===== src/rtl/control_r_if.sv =====
//==============================================================================
// Module      : control_r_if
// Description : PHY-side receive beat stream plus token/handshake (ro) and
//               data (rl) output streams and status pulses of control_r.
// Revision    : 1.0 - initial release
//==============================================================================
`default_nettype none

interface control_r_if;
    logic       rx_data_on;
    logic       rx_pl_sop;
    logic       rx_pl_eop;
    logic       rx_pl_valid;
    logic       rx_pl_ready;
    logic [7:0] rx_pl_data;
    logic       rx_ro_sop;
    logic       rx_ro_eop;
    logic       rx_ro_valid;
    logic       rx_ro_ready;
    logic [7:0] rx_ro_data;
    logic       rx_rl_sop;
    logic       rx_rl_eop;
    logic       rx_rl_valid;
    logic       rx_rl_ready;
    logic [7:0] rx_rl_data;
    logic       rx_rl_cancle;
    logic       rx_pid_err;
    logic       rx_drop;

    modport slave (
        input  rx_data_on, rx_pl_sop, rx_pl_eop, rx_pl_valid, rx_pl_data,
               rx_ro_ready, rx_rl_ready,
        output rx_pl_ready, rx_ro_sop, rx_ro_eop, rx_ro_valid, rx_ro_data,
               rx_rl_sop, rx_rl_eop, rx_rl_valid, rx_rl_data,
               rx_rl_cancle, rx_pid_err, rx_drop
    );

    modport master (
        output rx_data_on, rx_pl_sop, rx_pl_eop, rx_pl_valid, rx_pl_data,
               rx_ro_ready, rx_rl_ready,
        input  rx_pl_ready, rx_ro_sop, rx_ro_eop, rx_ro_valid, rx_ro_data,
               rx_rl_sop, rx_rl_eop, rx_rl_valid, rx_rl_data,
               rx_rl_cancle, rx_pid_err, rx_drop
    );
endinterface

`default_nettype wire


===== src/rtl/control_r.sv =====
//==============================================================================
// Module      : control_r
// Description : Receive packet router: PID-classifies PHY packets onto the
//               token/handshake (ro) or data (rl) path, drops the rest.
//               Optional macro CTRL_R_PID_CHECK_EN enables PID complement check.
// Revision    : 1.0 - initial release
//==============================================================================
`default_nettype none

module control_r (
    input  wire        clk,
    input  wire        rst,
    control_r_if.slave bus
);

    localparam logic [1:0] c_st_idle = 2'd0;
    localparam logic [1:0] c_st_tok  = 2'd1;
    localparam logic [1:0] c_st_data = 2'd2;
    localparam logic [1:0] c_st_drop = 2'd3;

    localparam logic [1:0] c_pid_rsvd  = 2'b00;
    localparam logic [1:0] c_pid_token = 2'b01;
    localparam logic [1:0] c_pid_hand  = 2'b10;
    localparam logic [1:0] c_pid_data  = 2'b11;

    logic [1:0] r_state;
    logic [1:0] w_next_state;
    logic       r_rdy_en;

    logic       r_ro_valid, r_ro_sop, r_ro_eop;
    logic [7:0] r_ro_data;
    logic       r_rl_valid, r_rl_sop, r_rl_eop;
    logic [7:0] r_rl_data;
    logic       r_drop, r_cancel, r_pid_err;

    logic       w_ro_free, w_rl_free, w_pl_ready, w_accept, w_pid_ok;
    logic       w_fwd_ro, w_fwd_rl, w_fwd_sop;
    logic       w_drop, w_cancel, w_pid_err;

    assign w_ro_free = !r_ro_valid || bus.rx_ro_ready;
    assign w_rl_free = !r_rl_valid || bus.rx_rl_ready;

    // In IDLE the destination is unknown until the PID is seen, so both must have room
    always_comb begin
        w_pl_ready = 1'b0;
        case (r_state)
            c_st_idle: w_pl_ready = w_ro_free && w_rl_free;
            c_st_tok:  w_pl_ready = w_ro_free;
            c_st_data: w_pl_ready = w_rl_free;
            default:   w_pl_ready = 1'b1;
        endcase
        w_pl_ready = w_pl_ready && r_rdy_en;
    end

    assign w_accept = bus.rx_pl_valid && w_pl_ready;

`ifdef CTRL_R_PID_CHECK_EN
    assign w_pid_ok = (bus.rx_pl_data[3:0] == ~bus.rx_pl_data[7:4]);
`else
    assign w_pid_ok = 1'b1;
`endif

    always_ff @(posedge clk) begin
        if (rst) begin
            r_state  <= c_st_idle;
            r_rdy_en <= 1'b0;
        end else begin
            r_state  <= w_next_state;
            r_rdy_en <= 1'b1;
        end
    end

    always_comb begin
        w_next_state = r_state;
        w_fwd_ro     = 1'b0;
        w_fwd_rl     = 1'b0;
        w_fwd_sop    = (r_state == c_st_idle);
        w_drop       = 1'b0;
        w_cancel     = 1'b0;
        w_pid_err    = 1'b0;
        if (w_accept) begin
            case (r_state)
                c_st_idle: begin
                    if (bus.rx_pl_sop) begin
                        w_next_state = bus.rx_pl_eop ? c_st_idle : c_st_drop;
                        if (!w_pid_ok) begin
                            w_pid_err = 1'b1;
                        end else begin
                            case (bus.rx_pl_data[1:0])
                                c_pid_token, c_pid_hand: begin
                                    w_fwd_ro     = 1'b1;
                                    w_next_state = bus.rx_pl_eop ? c_st_idle : c_st_tok;
                                end
                                c_pid_data: begin
                                    if (bus.rx_data_on) begin
                                        w_fwd_rl     = 1'b1;
                                        w_next_state = bus.rx_pl_eop ? c_st_idle : c_st_data;
                                    end else begin
                                        w_drop = 1'b1;
                                    end
                                end
                                c_pid_rsvd: w_drop = 1'b1;
                                default:    w_drop = 1'b1;
                            endcase
                        end
                    end
                end
                c_st_tok, c_st_data: begin
                    // A fresh SOP truncates the open packet; the new packet is discarded whole
                    if (bus.rx_pl_sop) begin
                        w_drop       = 1'b1;
                        w_cancel     = (r_state == c_st_data);
                        w_next_state = bus.rx_pl_eop ? c_st_idle : c_st_drop;
                    end else begin
                        w_fwd_ro = (r_state == c_st_tok);
                        w_fwd_rl = (r_state == c_st_data);
                        if (bus.rx_pl_eop) w_next_state = c_st_idle;
                    end
                end
                default: begin
                    if (bus.rx_pl_eop) w_next_state = c_st_idle;
                end
            endcase
        end
    end

    always_ff @(posedge clk) begin
        if (rst) begin
            r_ro_valid <= 1'b0;
            r_ro_sop   <= 1'b0;
            r_ro_eop   <= 1'b0;
            r_ro_data  <= 8'h00;
            r_rl_valid <= 1'b0;
            r_rl_sop   <= 1'b0;
            r_rl_eop   <= 1'b0;
            r_rl_data  <= 8'h00;
            r_drop     <= 1'b0;
            r_cancel   <= 1'b0;
            r_pid_err  <= 1'b0;
        end else begin
            if (w_ro_free) begin
                r_ro_valid <= w_fwd_ro;
                if (w_fwd_ro) begin
                    r_ro_sop  <= w_fwd_sop;
                    r_ro_eop  <= bus.rx_pl_eop;
                    r_ro_data <= bus.rx_pl_data;
                end
            end
            if (w_rl_free) begin
                r_rl_valid <= w_fwd_rl;
                if (w_fwd_rl) begin
                    r_rl_sop  <= w_fwd_sop;
                    r_rl_eop  <= bus.rx_pl_eop;
                    r_rl_data <= bus.rx_pl_data;
                end
            end
            r_drop    <= w_drop;
            r_cancel  <= w_cancel;
            r_pid_err <= w_pid_err;
        end
    end

    assign bus.rx_pl_ready  = w_pl_ready;
    assign bus.rx_ro_valid  = r_ro_valid;
    assign bus.rx_ro_sop    = r_ro_sop;
    assign bus.rx_ro_eop    = r_ro_eop;
    assign bus.rx_ro_data   = r_ro_data;
    assign bus.rx_rl_valid  = r_rl_valid;
    assign bus.rx_rl_sop    = r_rl_sop;
    assign bus.rx_rl_eop    = r_rl_eop;
    assign bus.rx_rl_data   = r_rl_data;
    assign bus.rx_drop      = r_drop;
    assign bus.rx_rl_cancle = r_cancel;
    assign bus.rx_pid_err   = r_pid_err;

endmodule

`default_nettype wire


===== src/flat_wrapper.sv =====
// flat-port wrapper written by rule: the top's interface ports become plain ports
module control_r_flat 
  (clk, rst, bus_rx_data_on, bus_rx_pl_sop, bus_rx_pl_eop, bus_rx_pl_valid, bus_rx_pl_data, bus_rx_ro_ready, bus_rx_rl_ready, bus_rx_pl_ready, bus_rx_ro_sop, bus_rx_ro_eop, bus_rx_ro_valid, bus_rx_ro_data, bus_rx_rl_sop, bus_rx_rl_eop, bus_rx_rl_valid, bus_rx_rl_data, bus_rx_rl_cancle, bus_rx_pid_err, bus_rx_drop);
  control_r_if bus_i ();
  input  wire clk;
  input  wire rst;
  input wire logic [$bits(bus_i.rx_data_on)-1:0] bus_rx_data_on;
  input wire logic [$bits(bus_i.rx_pl_sop)-1:0] bus_rx_pl_sop;
  input wire logic [$bits(bus_i.rx_pl_eop)-1:0] bus_rx_pl_eop;
  input wire logic [$bits(bus_i.rx_pl_valid)-1:0] bus_rx_pl_valid;
  input wire logic [$bits(bus_i.rx_pl_data)-1:0] bus_rx_pl_data;
  input wire logic [$bits(bus_i.rx_ro_ready)-1:0] bus_rx_ro_ready;
  input wire logic [$bits(bus_i.rx_rl_ready)-1:0] bus_rx_rl_ready;
  output wire logic [$bits(bus_i.rx_pl_ready)-1:0] bus_rx_pl_ready;
  output wire logic [$bits(bus_i.rx_ro_sop)-1:0] bus_rx_ro_sop;
  output wire logic [$bits(bus_i.rx_ro_eop)-1:0] bus_rx_ro_eop;
  output wire logic [$bits(bus_i.rx_ro_valid)-1:0] bus_rx_ro_valid;
  output wire logic [$bits(bus_i.rx_ro_data)-1:0] bus_rx_ro_data;
  output wire logic [$bits(bus_i.rx_rl_sop)-1:0] bus_rx_rl_sop;
  output wire logic [$bits(bus_i.rx_rl_eop)-1:0] bus_rx_rl_eop;
  output wire logic [$bits(bus_i.rx_rl_valid)-1:0] bus_rx_rl_valid;
  output wire logic [$bits(bus_i.rx_rl_data)-1:0] bus_rx_rl_data;
  output wire logic [$bits(bus_i.rx_rl_cancle)-1:0] bus_rx_rl_cancle;
  output wire logic [$bits(bus_i.rx_pid_err)-1:0] bus_rx_pid_err;
  output wire logic [$bits(bus_i.rx_drop)-1:0] bus_rx_drop;
  assign bus_i.rx_data_on = bus_rx_data_on;
  assign bus_i.rx_pl_sop = bus_rx_pl_sop;
  assign bus_i.rx_pl_eop = bus_rx_pl_eop;
  assign bus_i.rx_pl_valid = bus_rx_pl_valid;
  assign bus_i.rx_pl_data = bus_rx_pl_data;
  assign bus_i.rx_ro_ready = bus_rx_ro_ready;
  assign bus_i.rx_rl_ready = bus_rx_rl_ready;
  assign bus_rx_pl_ready = bus_i.rx_pl_ready;
  assign bus_rx_ro_sop = bus_i.rx_ro_sop;
  assign bus_rx_ro_eop = bus_i.rx_ro_eop;
  assign bus_rx_ro_valid = bus_i.rx_ro_valid;
  assign bus_rx_ro_data = bus_i.rx_ro_data;
  assign bus_rx_rl_sop = bus_i.rx_rl_sop;
  assign bus_rx_rl_eop = bus_i.rx_rl_eop;
  assign bus_rx_rl_valid = bus_i.rx_rl_valid;
  assign bus_rx_rl_data = bus_i.rx_rl_data;
  assign bus_rx_rl_cancle = bus_i.rx_rl_cancle;
  assign bus_rx_pid_err = bus_i.rx_pid_err;
  assign bus_rx_drop = bus_i.rx_drop;
  control_r u_core (.clk(clk), .rst(rst), .bus(bus_i));
endmodule

===== config.mk =====
export PLATFORM = sky130hd
export DESIGN_NAME = control_r_flat
export DESIGN_NICKNAME = d
export VERILOG_FILES = /design/src/rtl/control_r_if.sv /design/src/rtl/control_r.sv /design/src/flat_wrapper.sv
export SDC_FILE = /design/constraint.sdc
export NUM_CORES = 1
export LEC_CHECK = 0
export CORE_MARGIN = 1
export CORE_UTILIZATION = 45
export DETAILED_ROUTE_END_ITERATION = 10
export PLACE_DENSITY_LB_ADDON = 0.2
export RECOVER_POWER = 25
export REMOVE_ABC_BUFFERS = 1
export SETUP_SLACK_MARGIN = 0.2
export SKIP_CTS_REPAIR_TIMING = 1
export SYNTH_ARGS = -nofsm -noshare
export SYNTH_HDL_FRONTEND = slang
export SYNTH_SLANG_ARGS = --single-unit

===== constraint.sdc =====
create_clock -name clk -period 2.3 [get_ports clk]
set_clock_uncertainty 0.2 [all_clocks]
set_input_delay 0.23 -clock clk [delete_from_list [all_inputs] [get_ports clk]]
set_output_delay 0.23 -clock clk [all_outputs]
set_load 0.01 [all_outputs]

==> flow_metrics.py, run 1 <==
metrics = {
    "run_status": {
        "status": "finished, final reports clean",
    },
    "setup_path": {
        "r2r_cells": 6,
        "critical_path_depth": 6,
        "cpMaxStageDelayCell": "dfxtp_2",
        "end_kind": "output pin",
        "crit_family": "flip-flops",
        "critPathLaunchType": "register",
        "cp_max_fo": 3,
        "crit_arrival_ns": 1.66,
        "crit_chain": "inv_1 -> ha_4 -> nor3b_4 -> o32ai_4 -> o21a_1 -> dlymetal6s2s_1",
        "worst-path-buf-inv": 2,
        "cpPeakStageDelay_ns": 0.36,
        "crit_type": "register to output pin",
        "cp_data_required_time_ns": 1.87,
    },
    "yosys": {
        "synthDistinctLibCells": 35,
        "yosysMostFrequentCell": "nand2_1",
        "synth_warnings": 0,
        "synth-edff-count": 0,
        "syn_area_sq_mm": 0.00133,
        "synthTopCellsByCount": "nand2_1, dfxtp_1, mux2i_1, ha_1, inv_1",
        "netlist_instances": 142,
        "seq_area_frac_synth": 0.408,
        "synth_top_area_frac": 0.408,
        "ys_ff_latch": 27,
        "ys_top_cells_by_area": "dfxtp_1, mux2i_1, nand2_1",
        "synth_flop_cell": "dfxtp_1",
        "synth_top_area_cell": "dfxtp_1",
        "synth_area_per_cell_sq_um": 9.33,
        "async_flop_share": 0,
    },
    "global_route": {
        "grt_usage": 0.190,
        "grt_max_degree": 19,
        "grt_overflow": 0,
        "grt_pass1_vias": 1148,
        "antenna_found_initial": 0,
        "grt_pass1_wl_mm": 4.86,
    },
    "sta": {
        "hold_violations": 0,
        "slew_viol_final": 0,
        "rsz0062_at_grt": "yes",
        "worst_hold_slack_ns": 0.265,
        "tns_ns": 0,
        "clock.fmax_ghz": 0.478,
        "setup_viol": 0,
        "min_period_over_period": 0.909,
        "period_needed_ns": 2.09,
    },
    "layout": {
        "final_util": 0.656,
        "n_fill_cell": 245,
        "multi_input_area_sq_um": 736,
        "antennaDiodeCount": 0,
        "seqCellArea_sq_um": 543,
        "final_nets": 210,
        "drive_above_1_share": 0.118,
        "area_growth_pct": 37.8,
    },
    "detailed_routing": {
        "drt_iter0_markers": 23,
        "ant_nets": 0,
        "dr.pass1.iters": 4,
        "routed_wl_mm": 2.87,
        "num_vias": 1166,
        "wire_per_inst_um": 13.2,
        "viasPerCell": 5.37,
        "drc": 0,
    },
    "floorplan": {
        "core_area_sq_mm": 0.00278,
        "initial_core_util": 0.476,
        "dieArea_sq_mm": 0.00317,
        "num_rows": 19,
        "ioPinCount": 42,
        "die_h_um": 56.3,
        "die_x_um": 56.3,
    },
    "pwr": {
        "p_clk_frac": 0.249,
        "leakage_nw": 0.797,
        "p_int_mw": 0.615,
        "p_sw_mw": 0.215,
        "ir_worst_vdd_uv": 387,
        "p_sw_frac": 0.259,
        "combPwrFrac": 0.169,
        "power_density_mw_per_mm2": 455,
        "seqPwrFrac": 0.582,
    },
    "clock_tree": {
        "cts_tree": "done",
        "clock_sinks": 27,
        "clk_pin_slew_ns": 0.15,
        "clk_latency_ns": 0.32,
        "h-tree-depth": 1,
        "cts_buffer_depth": 2,
        "clockRootBuffer": "clkbuf_4",
        "cts_buffers": 3,
    },
    "worst_hold_path": {
        "holdCritPathClass": "register to register",
        "whs_path_depth": 2,
    },
    "placed_design": {
        "place.gp.congestion": 0.818,
        "hpwl_mm": 2.20,
        "io_buffers": 40,
    },
    "run": {
        "drv_cap": 0,
    },
}
==> layout make-up <==
type,count,area share
Clock inverter,1,0.00411
Sequential cell,27,0.297
Clock buffer,3,0.0123
Timing Repair Buffer,46,0.245
Inverter,8,0.0164
Multi-Input combinational cell,101,0.403
Tap cell,31,0.0212
==> power by group through the flow <==
stage                     Combinational (mW)  Sequential [mW]  Clock, mW
after floorplan                       0.0664            0.496          0
after global placement                 0.136            0.493          0
after detailed placement               0.139            0.493          0
after CTS                              0.140            0.483      0.217
after global routing                   0.152            0.485      0.236
final                                  0.140            0.483      0.207
==> cell usage in the layout, fill, tap and decap left out, types with 2 or more instances in the layout <==
cell type / count
dlygate4sd3_1: 13
or2b_1: 2
nor2_2: 2
nand3_1: 3
nor2b_1: 3
clkbuf_4: 3
nor3_1: 3
buf_4: 6
clkdlybuf4s50_1: 26
mux2i_1: 20
dfxtp_2: 2
dfxtp_1: 25
inv_1: 6
a32o_1: 2
a21oi_1: 3
o21ai_1: 3
ha_1: 6
nand2_1: 36
==> worst reg2reg max path, delay by kind of cell, from the launching register on <==
kind	cells	cell delay (ns)
muxes	1	0.22
buffers and inverters	2	0.21
adders and majority gates	1	0.25
AOI/OAI and AO/OA	2	0.68
DFF	1	0.36
==> metal layers <==
metal  GRT usage  vias to the layer above  wire, um
met1       0.259                      556      1330
met5           0                        -         0
met2       0.315                       37      1400
met3      0.0253                        2       117
li1            -                      571         -
met4      0.0557                        0        16
==> cells by family after synthesis <==
family | Yosys count | synth area share
other cells | 1 | 0.00283
simple gates | 57 | 0.207
compound gates | 16 | 0.114
buf+inv | 14 | 0.0510
mux | 20 | 0.151
fa+ha+maj | 7 | 0.0661
flops | 27 | 0.408
==> stage by stage <==
stage / setup slack (ns) / instance area, sq um / total power [mW] / instances
after floorplan: 0.370 / 1290 / 0.562 / 136
after global placement: 0.116 / 1760 / 0.628 / 212
after global routing: 0.127 / 1830 / 0.873 / 217
final: 0.210 / 1830 / 0.830 / 217
after detailed placement: 0.0232 / 1760 / 0.632 / 212
after CTS: -0.299 / 1790 / 0.840 / 216
==> path summary, 6_finish.rpt <==
| kind | start | to | slack [ns] |
|---|---|---|---|
| worst max-delay path | u_core.r_state[1]$_SDFFE_PP0P_ | bus_rx_pl_ready | 0.21 |
| worst min register to register | u_core.bus.rx_rl_data[5]$_SDFFE_PP0P_ | u_core.bus.rx_rl_data[5]$_SDFFE_PP0P_ | 0.26 |
| worst max register to register | u_core.r_state[1]$_SDFFE_PP0P_ | u_core.bus.rx_rl_sop$_SDFFE_PP0P_ | 0.32 |
| worst min-delay path | u_core.bus.rx_rl_data[5]$_SDFFE_PP0P_ | u_core.bus.rx_rl_data[5]$_SDFFE_PP0P_ | 0.26 |
Power figures use the tool's default switching activity.
==> inputs of run 2 (changes only) <==
--- a/config.mk
+++ b/config.mk
@@ -5,9 +5,12 @@
 export SDC_FILE = /design/constraint.sdc
 export NUM_CORES = 1
 export LEC_CHECK = 0
+export CELL_PAD_IN_SITES_DETAIL_PLACEMENT = 1
+export CELL_PAD_IN_SITES_GLOBAL_PLACEMENT = 1
 export CORE_MARGIN = 1
-export CORE_UTILIZATION = 45
+export CORE_UTILIZATION = 34
 export DETAILED_ROUTE_END_ITERATION = 10
+export GPL_ROUTABILITY_DRIVEN = 0
 export PLACE_DENSITY_LB_ADDON = 0.2
 export RECOVER_POWER = 25
 export REMOVE_ABC_BUFFERS = 1
==> run 2 against run 1 <==
  * Hold slack about the same
  * Sequential power hardly changed
  * Global-route usage shrank 1.1 points
  * Final area is 2.1% higher
  * Via count decreased by 1.6%
  * Sequential share of layout area shrank 0.60 points
  * Count of clock-buffer cells in the layout did not move
  * Setup slack better by 0.059 ns
  * Power rose by 8.6%
  * Utilization down 15 points
  * Largest cell class unchanged
==> flow_metrics.py, run 2 (same netlist as run 1, synthesis figures left out) <==
metrics = {
    "detailed_routing": {
        "drc": 0,
        "dr.pass1.iters": 3,
        "ant_nets": 0,
        "viasPerCell": 4.92,
        "routed_wl_mm": 3.27,
        "drt_iter0_markers": 25,
        "wire_per_inst_um": 14.0,
        "num_vias": 1147,
    },
    "sta": {
        "period_needed_ns": 2.03,
        "worst_hold_slack_ns": 0.265,
        "tightest_slew_ns": 0.522,
        "rsz0062_at_grt": "yes",
        "min_period_over_period": 0.883,
        "slew_viol_final": 0,
        "setup_viol": 0,
        "clock.fmax_ghz": 0.492,
        "tns_ns": 0,
        "slew_headroom": 0.652,
        "hold_violations": 0,
    },
    "floorplan": {
        "core_area_sq_mm": 0.00369,
        "dieArea_sq_mm": 0.00415,
        "ioPinCount": 42,
        "initial_core_util": 0.359,
        "die_h_um": 64.4,
        "die_x_um": 64.4,
        "num_rows": 22,
    },
    "layout": {
        "mostFrequentLayoutCells": "nand2_1, clkdlybuf4s50_1, dfxtp_1",
        "drive_above_1_share": 0.124,
        "area_growth_pct": 40.6,
        "final_nets": 209,
        "post-route-cell-area_sq_mm": 0.00186,
        "final_util": 0.505,
        "stdcell_count": 233,
        "final_common_cell": "nand2_1",
        "n_fill_cell": 432,
        "antennaDiodeCount": 0,
    },
    "global_route": {
        "antenna_found_initial": 0,
        "grt_usage": 0.179,
        "grt_overflow": 0,
        "grt_pass1_wl_mm": 5.69,
        "grt_max_degree": 29,
        "grt_pass1_vias": 1249,
    },
    "clock_tree": {
        "cts_buffers": 3,
        "cts_buffer_depth": 2,
        "clk_latency_ns": 0.27,
        "clockRootBuffer": "clkbuf_8",
        "h-tree-depth": 1,
        "cts_tree": "done",
        "clk_pin_slew_ns": 0.10,
        "clock_sinks": 27,
    },
    "placed_design": {
        "placed_area_sq_mm": 0.00180,
        "io_buffers": 40,
        "dp.cells": 229,
        "hpwl_mm": 2.54,
    },
    "setup_path": {
        "end_kind": "output pin",
        "cpMaxStageDelayCell": "dfxtp_2",
        "r2r-end": "u_core.bus.rx_ro_data[5]$_SDFFE_PP0P_",
        "cp_data_required_time_ns": 1.87,
        "r2r_cells": 8,
        "crit_path_start": "u_core.r_state[1]$_SDFFE_PP0P_",
        "crit_chain": "inv_1 -> ha_4 -> nor3b_4 -> o32ai_4 -> o21a_1 -> dlymetal6s2s_1",
        "reg2reg_from": "u_core.r_state[1]$_SDFFE_PP0P_",
        "cp_max_fo": 4,
        "cpPeakStageDelay_ns": 0.37,
        "crit_arrival_ns": 1.60,
        "setup.worst_path.end": "bus_rx_pl_ready",
        "critPathLaunchType": "register",
        "r2r_slack_ns": 0.34,
        "crit_type": "register to output pin",
    },
    "worst_hold_path": {
        "holdCritPathClass": "register to register",
    },
    "run": {
        "drv_cap": 0,
    },
    "pwr": {
        "leakage_nw": 0.801,
        "ir_worst_vdd_uv": 327,
        "power_density_mw_per_mm2": 484,
    },
    "run_status": {
        "status": "finished, final reports clean",
    },
}
run 2: cell count changes in the layout (fill, tap and decap cells not counted), sizes merged:
cell,before,now
buf,6,4
clkbuf,3,4
clkdlybuf4s50,26,27
dlygate4sd3,13,12
run 2: layer usage:
metal	global-route usage	up-vias	part of all wire	wire length [um]
met5	0	-	0	0
met4	0.0833	0	0.016	53
met3	0.0264	4	0.040	130
met2	0.324	24	0.50	1650
met1	0.204	547	0.44	1430
li1	-	572	-	-
run 2: worst max-delay path, delay by kind of cell (launching register included):
kind,cells,cell delay [ns]
adder cells (fa/ha/maj),1,0.19
AND/OR/NAND/NOR,1,0.23
flip-flops,1,0.37
AO/OA/AOI/OAI,2,0.30
buffers and inverters,2,0.25
run 2: power breakdown:
part / internal [mW] / switching [mW]
combinational: 0.0704 / 0.0719
sequential: 0.477 / 0.00595
clock: 0.123 / 0.153
total: 0.670 / 0.231
run 2: metrics by stage:
stage / total power, mW / worst slack, ns
4_1_cts: 0.916 / -0.191
2_1_floorplan: 0.562 / 0.370
5_1_grt: 0.956 / 0.151
6_report: 0.901 / 0.269
3_5_place_dp: 0.638 / -0.0176
3_3_place_gp: 0.634 / 0.106
run 2: worst min path at each step:
| stage | startpoint | to | slack (ns) | cells after the start |
|---|---|---|---|---|
| 2_1_floorplan | rst | u_core.bus.rx_rl_valid$_SDFFE_PP0N_ | 0.1 | 1 |
| 3_3_place_gp | u_core.bus.rx_rl_data[7]$_SDFFE_PP0P_ | u_core.bus.rx_rl_data[7]$_SDFFE_PP0P_ | 0.25 | 2 |
| 3_5_place_dp | u_core.bus.rx_rl_sop$_SDFFE_PP0P_ | u_core.bus.rx_rl_sop$_SDFFE_PP0P_ | 0.25 | 2 |
| 4_1_cts | u_core.bus.rx_ro_data[4]$_SDFFE_PP0P_ | u_core.bus.rx_ro_data[4]$_SDFFE_PP0P_ | 0.27 | 2 |
| 5_1_grt | u_core.bus.rx_rl_data[6]$_SDFFE_PP0P_ | u_core.bus.rx_rl_data[6]$_SDFFE_PP0P_ | 0.29 | 2 |
| 6_report | u_core.bus.rx_ro_data[4]$_SDFFE_PP0P_ | u_core.bus.rx_ro_data[4]$_SDFFE_PP0P_ | 0.26 | 2 |
run 2: area by class of cell:
type	instances	area, sq um	area share
tap	48	60.1	0.0322
timing repair buffer	45	438	0.235
multi-input combinational	101	743	0.399
clock inverter	1	7.51	0.00403
inverter	8	30.0	0.0161
sequential	27	543	0.291
clock buffer	3	41.3	0.0222
